**src/rtl/fetch_pc_unit.sv**
```systemverilog
// Program counter and instruction-fetch stage: drives the imem req/ack handshake,
// applies execute-stage redirects and feeds decode, inserting NOP bubbles after a branch.
module fetch_pc_unit #(
    parameter int                 ADDR_W       = 32,
    parameter logic [ADDR_W-1:0]  RESET_PC     = '0,
    parameter int                 PC_INC       = 4,
    parameter int                 FLUSH_CYCLES = 2,
    parameter logic [31:0]        NOP_WORD     = 32'hE1A0_0000
) (
    input  logic              clk,
    input  logic              reset,
    input  logic              branch_taken,
    input  logic [ADDR_W-1:0] branch_target,
    input  logic              stall,
    output logic              imem_req,
    output logic [ADDR_W-1:0] imem_addr,
    input  logic              imem_ack,
    input  logic [31:0]       imem_rdata,
    output logic [31:0]       instr,
    output logic [ADDR_W-1:0] instr_pc,
    output logic              instr_valid,
    output logic              flushing
);

    typedef enum logic {FETCH, FLUSH} state_t;

    localparam logic [ADDR_W-1:0] PC_STEP   = ADDR_W'(PC_INC);
    localparam logic [3:0]        FLUSH_LEN = 4'(FLUSH_CYCLES);

    state_t            state, state_n;
    logic [ADDR_W-1:0] pc, pc_n, ipc_n;
    logic [3:0]        flush_cnt, cnt_n;
    logic [31:0]       instr_n;
    logic              vld_n;

    // Targets are word aligned; the low bits are dropped on redirect.
    logic unused_target_bits;
    assign unused_target_bits = ^branch_target[1:0];

    assign imem_addr = pc;
    assign imem_req  = (state == FETCH) && !stall && !reset;

    always_comb begin
        state_n = state;
        pc_n    = pc;
        cnt_n   = flush_cnt;
        instr_n = instr;
        ipc_n   = instr_pc;
        vld_n   = instr_valid;
        if (branch_taken) begin
            // Redirect wins even under stall; a same-cycle ack is dropped.
            pc_n    = {branch_target[ADDR_W-1:2], 2'b00};
            instr_n = NOP_WORD;
            vld_n   = 1'b0;
            if (FLUSH_CYCLES > 0) begin
                state_n = FLUSH;
                cnt_n   = FLUSH_LEN;
            end
        end else if (!stall) begin
            if (state == FETCH) begin
                if (imem_ack && imem_req) begin
                    instr_n = imem_rdata;
                    ipc_n   = pc;
                    vld_n   = 1'b1;
                    pc_n    = pc + PC_STEP;
                end else begin
                    instr_n = NOP_WORD;
                    vld_n   = 1'b0;
                end
            end else begin
                instr_n = NOP_WORD;
                vld_n   = 1'b0;
                cnt_n   = flush_cnt - 4'd1;
                if (flush_cnt <= 4'd1)
                    state_n = FETCH;
            end
        end
    end

    always_ff @(posedge clk) begin
        if (reset) begin
            state       <= FETCH;
            pc          <= RESET_PC;
            flush_cnt   <= '0;
            instr       <= NOP_WORD;
            instr_pc    <= '0;
            instr_valid <= 1'b0;
            flushing    <= 1'b0;
        end else begin
            state       <= state_n;
            pc          <= pc_n;
            flush_cnt   <= cnt_n;
            instr       <= instr_n;
            instr_pc    <= ipc_n;
            instr_valid <= vld_n;
            flushing    <= (state_n == FLUSH);
        end
    end

endmodule
```
**config.mk**
```make
export PLATFORM = sky130hd
export DESIGN_NAME = fetch_pc_unit
export DESIGN_NICKNAME = d
export VERILOG_FILES = /design/src/rtl/fetch_pc_unit.sv
export SDC_FILE = /design/constraint.sdc
export NUM_CORES = 1
export LEC_CHECK = 0
export ABC_CLOCK_PERIOD_IN_PS = 2600
export CAP_MARGIN = 0
export CORE_ASPECT_RATIO = 1.1
export CORE_UTILIZATION = 35
export CTS_BUF_LIST = sky130_fd_sc_hd__clkbuf_4
export CTS_CLUSTER_SIZE = 12
export DETAILED_ROUTE_END_ITERATION = 6
export PLACE_DENSITY = 0.67
export SLEW_MARGIN = 30
export SYNTH_ARGS = -nofsm -noshare
export SYNTH_HDL_FRONTEND = slang
export SYNTH_SLANG_ARGS = --single-unit
```
**constraint.sdc**
```tcl
create_clock -name clk -period 2.6 [get_ports clk]
set_input_delay 0.39 -clock clk [delete_from_list [all_inputs] [get_ports clk]]
set_output_delay 0.39 -clock clk [all_outputs]
set_load 0.05 [all_outputs]
```
==> flow_summary_export.csv, run 1 <==
group,metric,value,unit
timing,fin_skew,12.59,ps
final_layout,diodes,0,
global_route,grt_max_degree,45,
final_layout,drive_gt1_frac,0.06119,
final_layout,nFillCells,1126,
clock_tree,clk_latency,460,ps
placement,port_buffers,161,
power,vdd.ir_drop.worst,208.1,uV
setup_path,slowest_delay,920,ps
power,power_density,469.9,nW/um^2
global_route,track_usage,0.2162,
routing,detail_route.wl_per_cell,16.22,um
synthesis,syn_area_per_cell,8.247,um^2
global_route,grt_pass1_wl,21690,um
routing,postRouteAntennaNets,0,
final_layout,mostFrequentLayoutCells,"159 x clkdlybuf4s50_1, 98 x dfxtp_1, 83 x nand2_1, 58 x nor2_1, 42 x a21oi_1",
clock_tree,cts_tree,"done",
global_route,grt_overflow,0,
clock_tree,cts_hold_buf,0,
min_path,min_from,"reset",
setup_path,critical_path_class,"reg -> out",
synthesis,synth_cells,514,
synthesis,ys_warn_count,0,
die,std_cell_rows,41,
clock_tree,cts_setup_buffers,0,
routing,num_vias,4412,
setup_path,crit_buf_inv,1,
routing,first_pass_iters,5,
timing,final-hold-violation-count,0,
global_route,antenna_found_initial,0,
timing,slew_viol_final,0,
setup_path,crit_slowest_cell,"clkdlybuf4s50_1",
clock_tree,cts_buffers,9,
synthesis,synth_cell_types,55,
synthesis,synth_edf_count,0,
setup_path,critPathLaunchType,"flip-flop",
setup_path,cp_top_family,"buffers and inverters",
placement,place_congestion,0.8357,
die,die_x,106.9,um
timing,fmax,426.9,MHz
final_layout,area_delta_synth_final,45.01,%
timing,worst_pin_slew,743.0,ps
routing,drt_iter0_drc,244,
die,io_pins,168,
setup_path,r2r-end,"imem_addr[28]",
setup_path,r2r_cells,5,
clock_tree,htreeDepth,3,
min_path,whs_path_depth,3,
die,die_h,117.4,um
clock_tree,numClockSinks,98,
outcome,status,"complete, no violations",
synthesis,yosys_register_bits,98,
power,power_frac_comb,0.194,
die,start_util,0.3640,
timing,setup_viol,0,
timing,finalCriticalPeriod,2342,ps
synthesis,yosysSeqAreaShare,0.4628,
routing,routed_wl,13300,um
power,p_seq_frac,0.561,
final_layout,final_common_cell,"clkdlybuf4s50_1",
final_layout,fin_nets,737,
setup_path,r2r_setup_slack,470,ps
power,internal_power,1.982,mW
placement,placedCellCount,804,
setup_path,cp_data_required_time,2210,ps
final_layout,layoutNonFillerInstCount,820,
power,p_leak,2.075,nW
power,clkPwrFrac,0.245,
synthesis,synth_ff_type,"dfxtp_1",
clock_tree,cts_resized,0,
synthesis,ys_async_sr_fraction,0,
final_layout,fin_util,0.5279,
setup_path,r2r_start,"imem_addr[2]",
die,dieArea,12560,um^2
setup_path,end_kind,"output port",
clock_tree,clkTransAtPathRegs,150,ps
timing,rsz0062_at_grt,"no",
power,switching_share,0.3138,
clock_tree,clock_path_buffers,2,
routing,via_per_inst,5.380,
timing,max_slew_margin,0.5001,
min_path,min_path_type,"in -> reg",
routing,drc_errors,0,
setup_path,crit_path_cell_trace,"clkdlybuf4s50_1",
global_route,grt_pass1_vias,4292,
min_path,worstHoldEndpoint,"state",
timing,min_period_over_period,0.9009,
synthesis,synth.cell_area,4239,um^2
die,core_area,11640,um^2
power,netSwitchingPower,906.4,uW
clock_tree,clockRootBuffer,"clkbuf_4",
job,maxCapViolations,0,
setup_path,cp_max_fo,10,
placement,hpwl,9518,um
setup_path,arrival,1950,ps
[cell type report]
type                            count  area [um^2]  share of cell area
Clock buffer                       10        75.07             0.01221
Tap cell                          150        187.7             0.03053
Timing Repair Buffer              179         1777              0.2890
Multi-Input combinational cell    368         2078              0.3381
Clock inverter                      6        33.78            0.005496
Inverter                            9        33.78            0.005496
Sequential cell                    98         1962              0.3192
[registers in the layout, indices dropped and copies added, names as in the netlist]
name         count
instr           32
state            1
instr_valid      1
instr_pc        30
flush_cnt        4
imem_addr       30
[cell usage after synthesis, drive strengths merged (6+ instances only)]
cell type / n / area share
o21ai: 7 / 0.0083
clkbuf: 31 / 0.028
buf: 11 / 0.016
a311oi: 8 / 0.017
and3: 8 / 0.012
o22ai: 6 / 0.0089
and4: 11 / 0.023
nor3: 9 / 0.011
nand3: 14 / 0.017
a22oi: 26 / 0.046
dfxtp: 98 / 0.46
a21oi: 42 / 0.050
nand2: 83 / 0.073
a211oi: 11 / 0.019
xor2: 8 / 0.017
nand4: 15 / 0.022
inv: 8 / 0.0071
nor2: 59 / 0.052
[cells by family after synthesis]
group,share of synthesized area
AND/OR/NAND/NOR,0.2594
other,0.0008846
adder cells (fa/ha/maj),0.008856
buffers and inverters,0.05165
multiplexers,0.002361
AO/OA/AOI/OAI,0.1871
XOR/XNOR,0.02686
flip-flops,0.4628
[stage by stage]
step	setup WS, ps	total power [mW]	area [um^2]	setup TNS (ps)	hold slack [ps]
after detailed placement	-11.82	2.214	6038	-11.82	448.6
after floorplan	338.7	1.955	4250	0	485.9
after global routing	161.2	3.008	6147	0	405.6
after CTS	220.5	2.922	6147	0	359.2
after global placement	97.54	2.205	6038	0	442.7
final	257.5	2.889	6147	0	383.9
[power groups by stage]
stage / Combinational, mW / Clock (mW) / Sequential (mW)
after floorplan: 0.177 / 0 / 1.78
after global placement: 0.555 / 0 / 1.65
after detailed placement: 0.562 / 0 / 1.65
after CTS: 0.564 / 0.739 / 1.62
after global routing: 0.596 / 0.782 / 1.63
final: 0.561 / 0.707 / 1.62
[worst max path at each step]
stage,start,end,cells past startpoint
floorplan,state,imem_addr[13],6
global placement,stall,imem_addr[13],5
detailed placement,stall,imem_addr[21],5
CTS,state,flushing,1
global route,state,flushing,1
finish,state,flushing,1
[per-layer routing]
| layer | up-vias | track usage | share of wire |
|---|---|---|---|
| met5 | - | 0 | 0 |
| met4 | 0 | 0.09332 | 0.026 |
| met3 | 26 | 0.05281 | 0.084 |
| met2 | 191 | 0.3569 | 0.47 |
| met1 | 2059 | 0.2648 | 0.42 |
| li1 | 2136 | - | - |
(Power assumes the default switching activity.)
==> inputs of run 2 (changes only) <==
--- a/config.mk
+++ b/config.mk
@@ -5,7 +5,7 @@
 export SDC_FILE = /design/constraint.sdc
 export NUM_CORES = 1
 export LEC_CHECK = 0
-export ABC_CLOCK_PERIOD_IN_PS = 2600
+export ABC_CLOCK_PERIOD_IN_PS = 2800
 export CAP_MARGIN = 0
 export CORE_ASPECT_RATIO = 1.1
 export CORE_UTILIZATION = 35
==> constraint.sdc (replaced) <==
create_clock -name clk -period 2.8 [get_ports clk]
set_input_delay 0.42 -clock clk [delete_from_list [all_inputs] [get_ports clk]]
set_output_delay 0.42 -clock clk [all_outputs]
set_load 0.05 [all_outputs]
==> run 2 against run 1 <==
Worst setup slack better by 150 ps. Die area unchanged. Clock power grew 33%.
==> flow_summary_export.csv, run 2 (synthesis results as in run 1) <==
group,metric,value,unit
die,core_area,11640,um^2
timing,setup_viol,0,
routing,num_vias,4387,
global_route,grt_pass1_wl,21000,um
setup_path,cp_max_fo,10,
timing,rsz0062_at_grt,"no",
min_path,worstHoldEndpoint,"state",
setup_path,cp_data_required_time,2380,ps
final_layout,multiInputGateArea,2078,um^2
routing,detail_route.wl_per_cell,16.09,um
timing,slew_viol_final,0,
timing,worst_pin_slew,719.9,ps
die,die_x,106.9,um
final_layout,fin_util,0.5314,
clock_tree,clkTransAtPathRegs,160,ps
final_layout,seq_area,1962,um^2
final_layout,nFillCells,1130,
die,dieArea,12560,um^2
final_layout,regMostFlops,"instr",
setup_path,end_kind,"output port",
routing,drc_errors,0,
timing,setup_ws,406.6,ps
clock_tree,clk_latency,470,ps
power,p_leak,2.094,nW
setup_path,r2r_start,"imem_addr[16]",
final_layout,fin_nets,736,
placement,place_congestion,0.8171,
routing,postRouteAntennaNets,0,
die,io_pins,168,
setup_path,crit_slowest_cell,"clkdlybuf4s50_1",
setup_path,arrival,1970,ps
clock_tree,clock_path_buffers,2,
global_route,grt_overflow,0,
placement,detailedPlace.worstSlack,251.5,ps
clock_tree,cts_setup_buffers,0,
setup_path,cp_top_family,"buffers and inverters",
timing,final-hold-violation-count,0,
timing,fin_tns_setup,0,ps
global_route,met1_usage,0.2563,
placement,port_buffers,161,
power,vdd.ir_drop.worst,224.4,uV
routing,via_per_inst,5.350,
final_layout,final_common_cell,"clkdlybuf4s50_1",
final_layout,area_delta_synth_final,45.99,%
min_path,whs_path_depth,3,
routing,first_pass_iters,4,
clock_tree,cts_resized,0,
global_route,track_usage,0.2112,
clock_tree,numClockSinks,98,
min_path,min_path_type,"in -> reg",
final_layout,drive_gt1_frac,0.05979,
global_route,grt_max_degree,45,
outcome,status,"complete, no violations",
job,maxCapViolations,0,
routing,drt_iter0_drc,243,
placement,hpwl,9390,um
routing,routed_wl,13200,um
global_route,antenna_found_initial,1,
final_layout,mostFrequentLayoutCells,"159 x clkdlybuf4s50_1, 98 x dfxtp_1, 83 x nand2_1, 58 x nor2_1, 42 x a21oi_1",
timing,fin_skew,20.88,ps
setup_path,r2r-end,"imem_addr[26]",
global_route,grt.busiest_layer,"met2",
timing,finalCriticalPeriod,2393,ps
final_layout,largest_reg_flops,32,
timing,min_period_over_period,0.8548,
min_path,min_from,"reset",
global_route,grt_pass1_vias,4219,
setup_path,critPathLaunchType,"flip-flop",
power,power_density,478.5,nW/um^2
setup_path,crit_buf_inv,1,
clock_tree,clockRootBuffer,"clkbuf_4",
clock_tree,cts_tree,"done",
timing,fmax,417.8,MHz
clock_tree,cts_buffers,9,
global_route,grt.met3_usage,0.05058,
clock_tree,htreeDepth,3,
setup_path,critical_path_class,"reg -> out",
die,start_util,0.3640,
timing,max_slew_margin,0.5156,
clock_tree,cts_hold_buf,0,
setup_path,crit_path_cell_trace,"clkdlybuf4s50_1",
die,die_h,117.4,um
global_route,met2_usage,0.3500,
setup_path,slowest_delay,920,ps
die,std_cell_rows,41,
setup_path,r2r_cells,4,
setup_path,r2r_setup_slack,700,ps
[run 2: metrics by stage]
| step | cell area [um^2] | std cells | power, mW | hold WS, ps |
|---|---|---|---|---|
| after global placement | 6006 | 803 | 2.044 | 442.5 |
| after global routing | 6188 | 820 | 3.069 | 410.2 |
| after detailed placement | 6006 | 803 | 2.053 | 446.4 |
| after floorplan | 4250 | 517 | 1.815 | 485.9 |
| final | 6188 | 820 | 2.961 | 394.8 |
| after CTS | 6186 | 819 | 2.983 | 380.9 |
[run 2: report_power, final]
part           internal, mW  switching, mW  total (mW)
Sequential             1.44         0.0683        1.51
Clock                 0.457          0.482       0.938
Combinational         0.215          0.302       0.517
[run 2: worst max path at each step]
| stage | from | endpoint | slack, ps | cells after the start |
|---|---|---|---|---|
| after floorplan | reset | imem_req | 530 | 3 |
| after global placement | stall | imem_addr[13] | 270 | 5 |
| after detailed placement | imem_ack | imem_addr[15] | 250 | 5 |
| after CTS | state | flushing | 380 | 1 |
| after global routing | state | flushing | 310 | 1 |
| final | state | flushing | 410 | 1 |
[run 2: final cells by class]
class	instances	share of cell area
Inverter	9	0.005459
Sequential cell	98	0.3170
Multi-Input combinational cell	368	0.3358
Clock inverter	6	0.01698
Antenna cell	1	0.0004044
Timing Repair Buffer	178	0.2818
Clock buffer	10	0.01213
Tap cell	150	0.03033
[run 2: routing by layer]
layer	wire length [um]	share of wire
met5	0	0
met4	343	0.026
met1	5630	0.43
met2	6153	0.47
met3	1070	0.081
==> inputs of run 3 (changes only) <==
--- a/config.mk
+++ b/config.mk
@@ -5,7 +5,7 @@
 export SDC_FILE = /design/constraint.sdc
 export NUM_CORES = 1
 export LEC_CHECK = 0
-export ABC_CLOCK_PERIOD_IN_PS = 2800
+export ABC_CLOCK_PERIOD_IN_PS = 2300
 export CAP_MARGIN = 0
 export CORE_ASPECT_RATIO = 1.1
 export CORE_UTILIZATION = 35
@@ -13,6 +13,7 @@
 export CTS_CLUSTER_SIZE = 12
 export DETAILED_ROUTE_END_ITERATION = 6
 export PLACE_DENSITY = 0.67
+export REMOVE_ABC_BUFFERS = 1
 export SLEW_MARGIN = 30
 export SYNTH_ARGS = -nofsm -noshare
 export SYNTH_HDL_FRONTEND = slang
==> constraint.sdc (replaced) <==
create_clock -name clk -period 2.3 [get_ports clk]
set_input_delay 0.345 -clock clk [delete_from_list [all_inputs] [get_ports clk]]
set_output_delay 0.345 -clock clk [all_outputs]
set_load 0.05 [all_outputs]
==> run 3 against run 2 <==
Design area up 1.7%. Clock-buffer cell count increased by 1. Critical path type unchanged. Sequential power rose by 21%. Routed wire length increased by 2.3%.
==> flow_summary_export.csv, run 3 (synthesis results as in run 1) <==
group,metric,value,unit
setup_path,r2r_cells,4,
min_path,worstHoldEndpoint,"instr_pc[26]",
power,power_density,542.4,nW/um^2
outcome,status,"complete, no violations",
min_path,min_from,"reset",
routing,first_pass_iters,5,
power,p_leak,2.162,nW
setup_path,arrival,1860,ps
global_route,met1_usage,0.2656,
global_route,grt_max_degree,43,
power,clkPwrFrac,0.272,
routing,detail_route.wl_per_cell,16.16,um
setup_path,crit_buf_inv,1,
clock_tree,cts_hold_buf,0,
timing,final-hold-violation-count,0,
routing,drt_iter0_drc,217,
power,vdd.ir_drop.worst,332.4,uV
timing,rsz0062_at_grt,"no",
global_route,grt_overflow,0,
final_layout,area_delta_synth_final,48.49,%
min_path,min_path_type,"in -> reg",
global_route,grt.met3_usage,0.06615,
power,p_seq_frac,0.533,
final_layout,diodes,0,
global_route,grt_pass1_vias,4253,
final_layout,final_common_cell,"clkdlybuf4s50_1",
routing,drc_errors,0,
die,dieArea,12560,um^2
timing,worst_pin_slew,537.3,ps
clock_tree,cts_tree,"done",
global_route,track_usage,0.2160,
power,netSwitchingPower,1.031,mW
die,io_pins,168,
final_layout,fin_util,0.5406,
die,start_util,0.3640,
final_layout,drive_gt1_frac,0.08467,
clock_tree,htreeDepth,3,
timing,setup_ws,96.98,ps
routing,postRouteAntennaNets,0,
power,switching_share,0.3020,
die,core_area,11640,um^2
clock_tree,clockRootBuffer,"clkbuf_4",
setup_path,cp_top_family,"buffers and inverters",
setup_path,end_kind,"output port",
setup_path,critPathLaunchType,"flip-flop",
job,maxCapViolations,0,
timing,slew_viol_final,0,
power,internal_power,2.383,mW
setup_path,r2r_setup_slack,200,ps
global_route,grt.busiest_layer,"met2",
routing,routed_wl,13490,um
placement,place_congestion,0.8234,
clock_tree,clock_path_buffers,2,
setup_path,critical_path_class,"reg -> out",
global_route,antenna_found_initial,0,
min_path,whs_path_depth,2,
timing,finalCriticalPeriod,2203,ps
die,std_cell_rows,41,
final_layout,nFillCells,1111,
timing,fin_tns_setup,0,ps
setup_path,r2r-end,"imem_addr[13]",
placement,hpwl,9883,um
final_layout,largest_reg_flops,32,
setup_path,r2r_start,"imem_addr[4]",
timing,min_period_over_period,0.9578,
setup_path,crit_slowest_cell,"clkdlybuf4s50_1",
timing,max_slew_margin,0.6407,
setup_path,cp_max_fo,7,
setup_path,crit_path_cell_trace,"clkdlybuf4s50_1",
clock_tree,cts_buffers,9,
die,die_x,106.9,um
global_route,met2_usage,0.3573,
final_layout,fin_nets,753,
clock_tree,clkTransAtPathRegs,150,ps
timing,whs,185.2,ps
routing,num_vias,4486,
timing,setup_viol,0,
power,power_frac_comb,0.195,
timing,fin_skew,23.74,ps
setup_path,cp_data_required_time,1960,ps
placement,dpl_cell_area,6158,um^2
final_layout,final_cell_area,6295,um^2
setup_path,slowest_delay,870,ps
routing,via_per_inst,5.372,
clock_tree,numClockSinks,98,
clock_tree,cts_setup_buffers,0,
clock_tree,clk_latency,440,ps
placement,port_buffers,161,
final_layout,mostFrequentLayoutCells,"159 x clkdlybuf4s50_1, 98 x dfxtp_1, 83 x nand2_1, 58 x nor2_1, 42 x a21oi_1",
placement,detailedPlace.worstSlack,-148.5,ps
clock_tree,cts_resized,0,
timing,fmax,453.9,MHz
final_layout,regMostFlops,"instr",
global_route,grt_pass1_wl,21510,um
die,die_h,117.4,um
run 3: power by group through the flow:
stage	Sequential [mW]	Clock [mW]	Combinational [mW]
floorplan	2.01	0	0.156
detailed placement	1.86	0	0.665
global placement	1.85	0	0.658
finish	1.82	0.930	0.664
global route	1.83	1.02	0.705
CTS	1.82	0.956	0.668
run 3: worst max path at each step:
stage | start | end | slack, ps | cells after the start
floorplan | state | imem_addr[23] | -1770 | 4
global placement | stall | imem_addr[13] | -30 | 5
detailed placement | stall | imem_addr[21] | -150 | 5
CTS | imem_addr[28] | imem_addr[28] | 90 | 1
global route | imem_addr[24] | imem_addr[24] | 50 | 1
finish | imem_addr[28] | imem_addr[28] | 100 | 1
run 3: layout make-up:
type	instances	area (um^2)	share of cell area
tap	150	187.7	0.02982
clock inverter	4	53.80	0.008547
multi-input combinational	368	2078	0.3302
timing repair buffer	195	1897	0.3013
clock buffer	11	82.58	0.01312
sequential	98	1962	0.3117
inverter	9	33.78	0.005367
run 3: routing by layer:
metal | vias up | wire length (um)
met5 | - | 0
met4 | 0 | 224
met3 | 19 | 1225
met2 | 188 | 6535
met1 | 2103 | 5509
li1 | 2176 | -
run 3: per-stage QoR:
| step | instances | power (mW) |
|---|---|---|
| after floorplan | 475 | 2.168 |
| after global placement | 820 | 2.512 |
| after detailed placement | 820 | 2.522 |
| after CTS | 835 | 3.445 |
| after global routing | 835 | 3.558 |
| final | 835 | 3.415 |
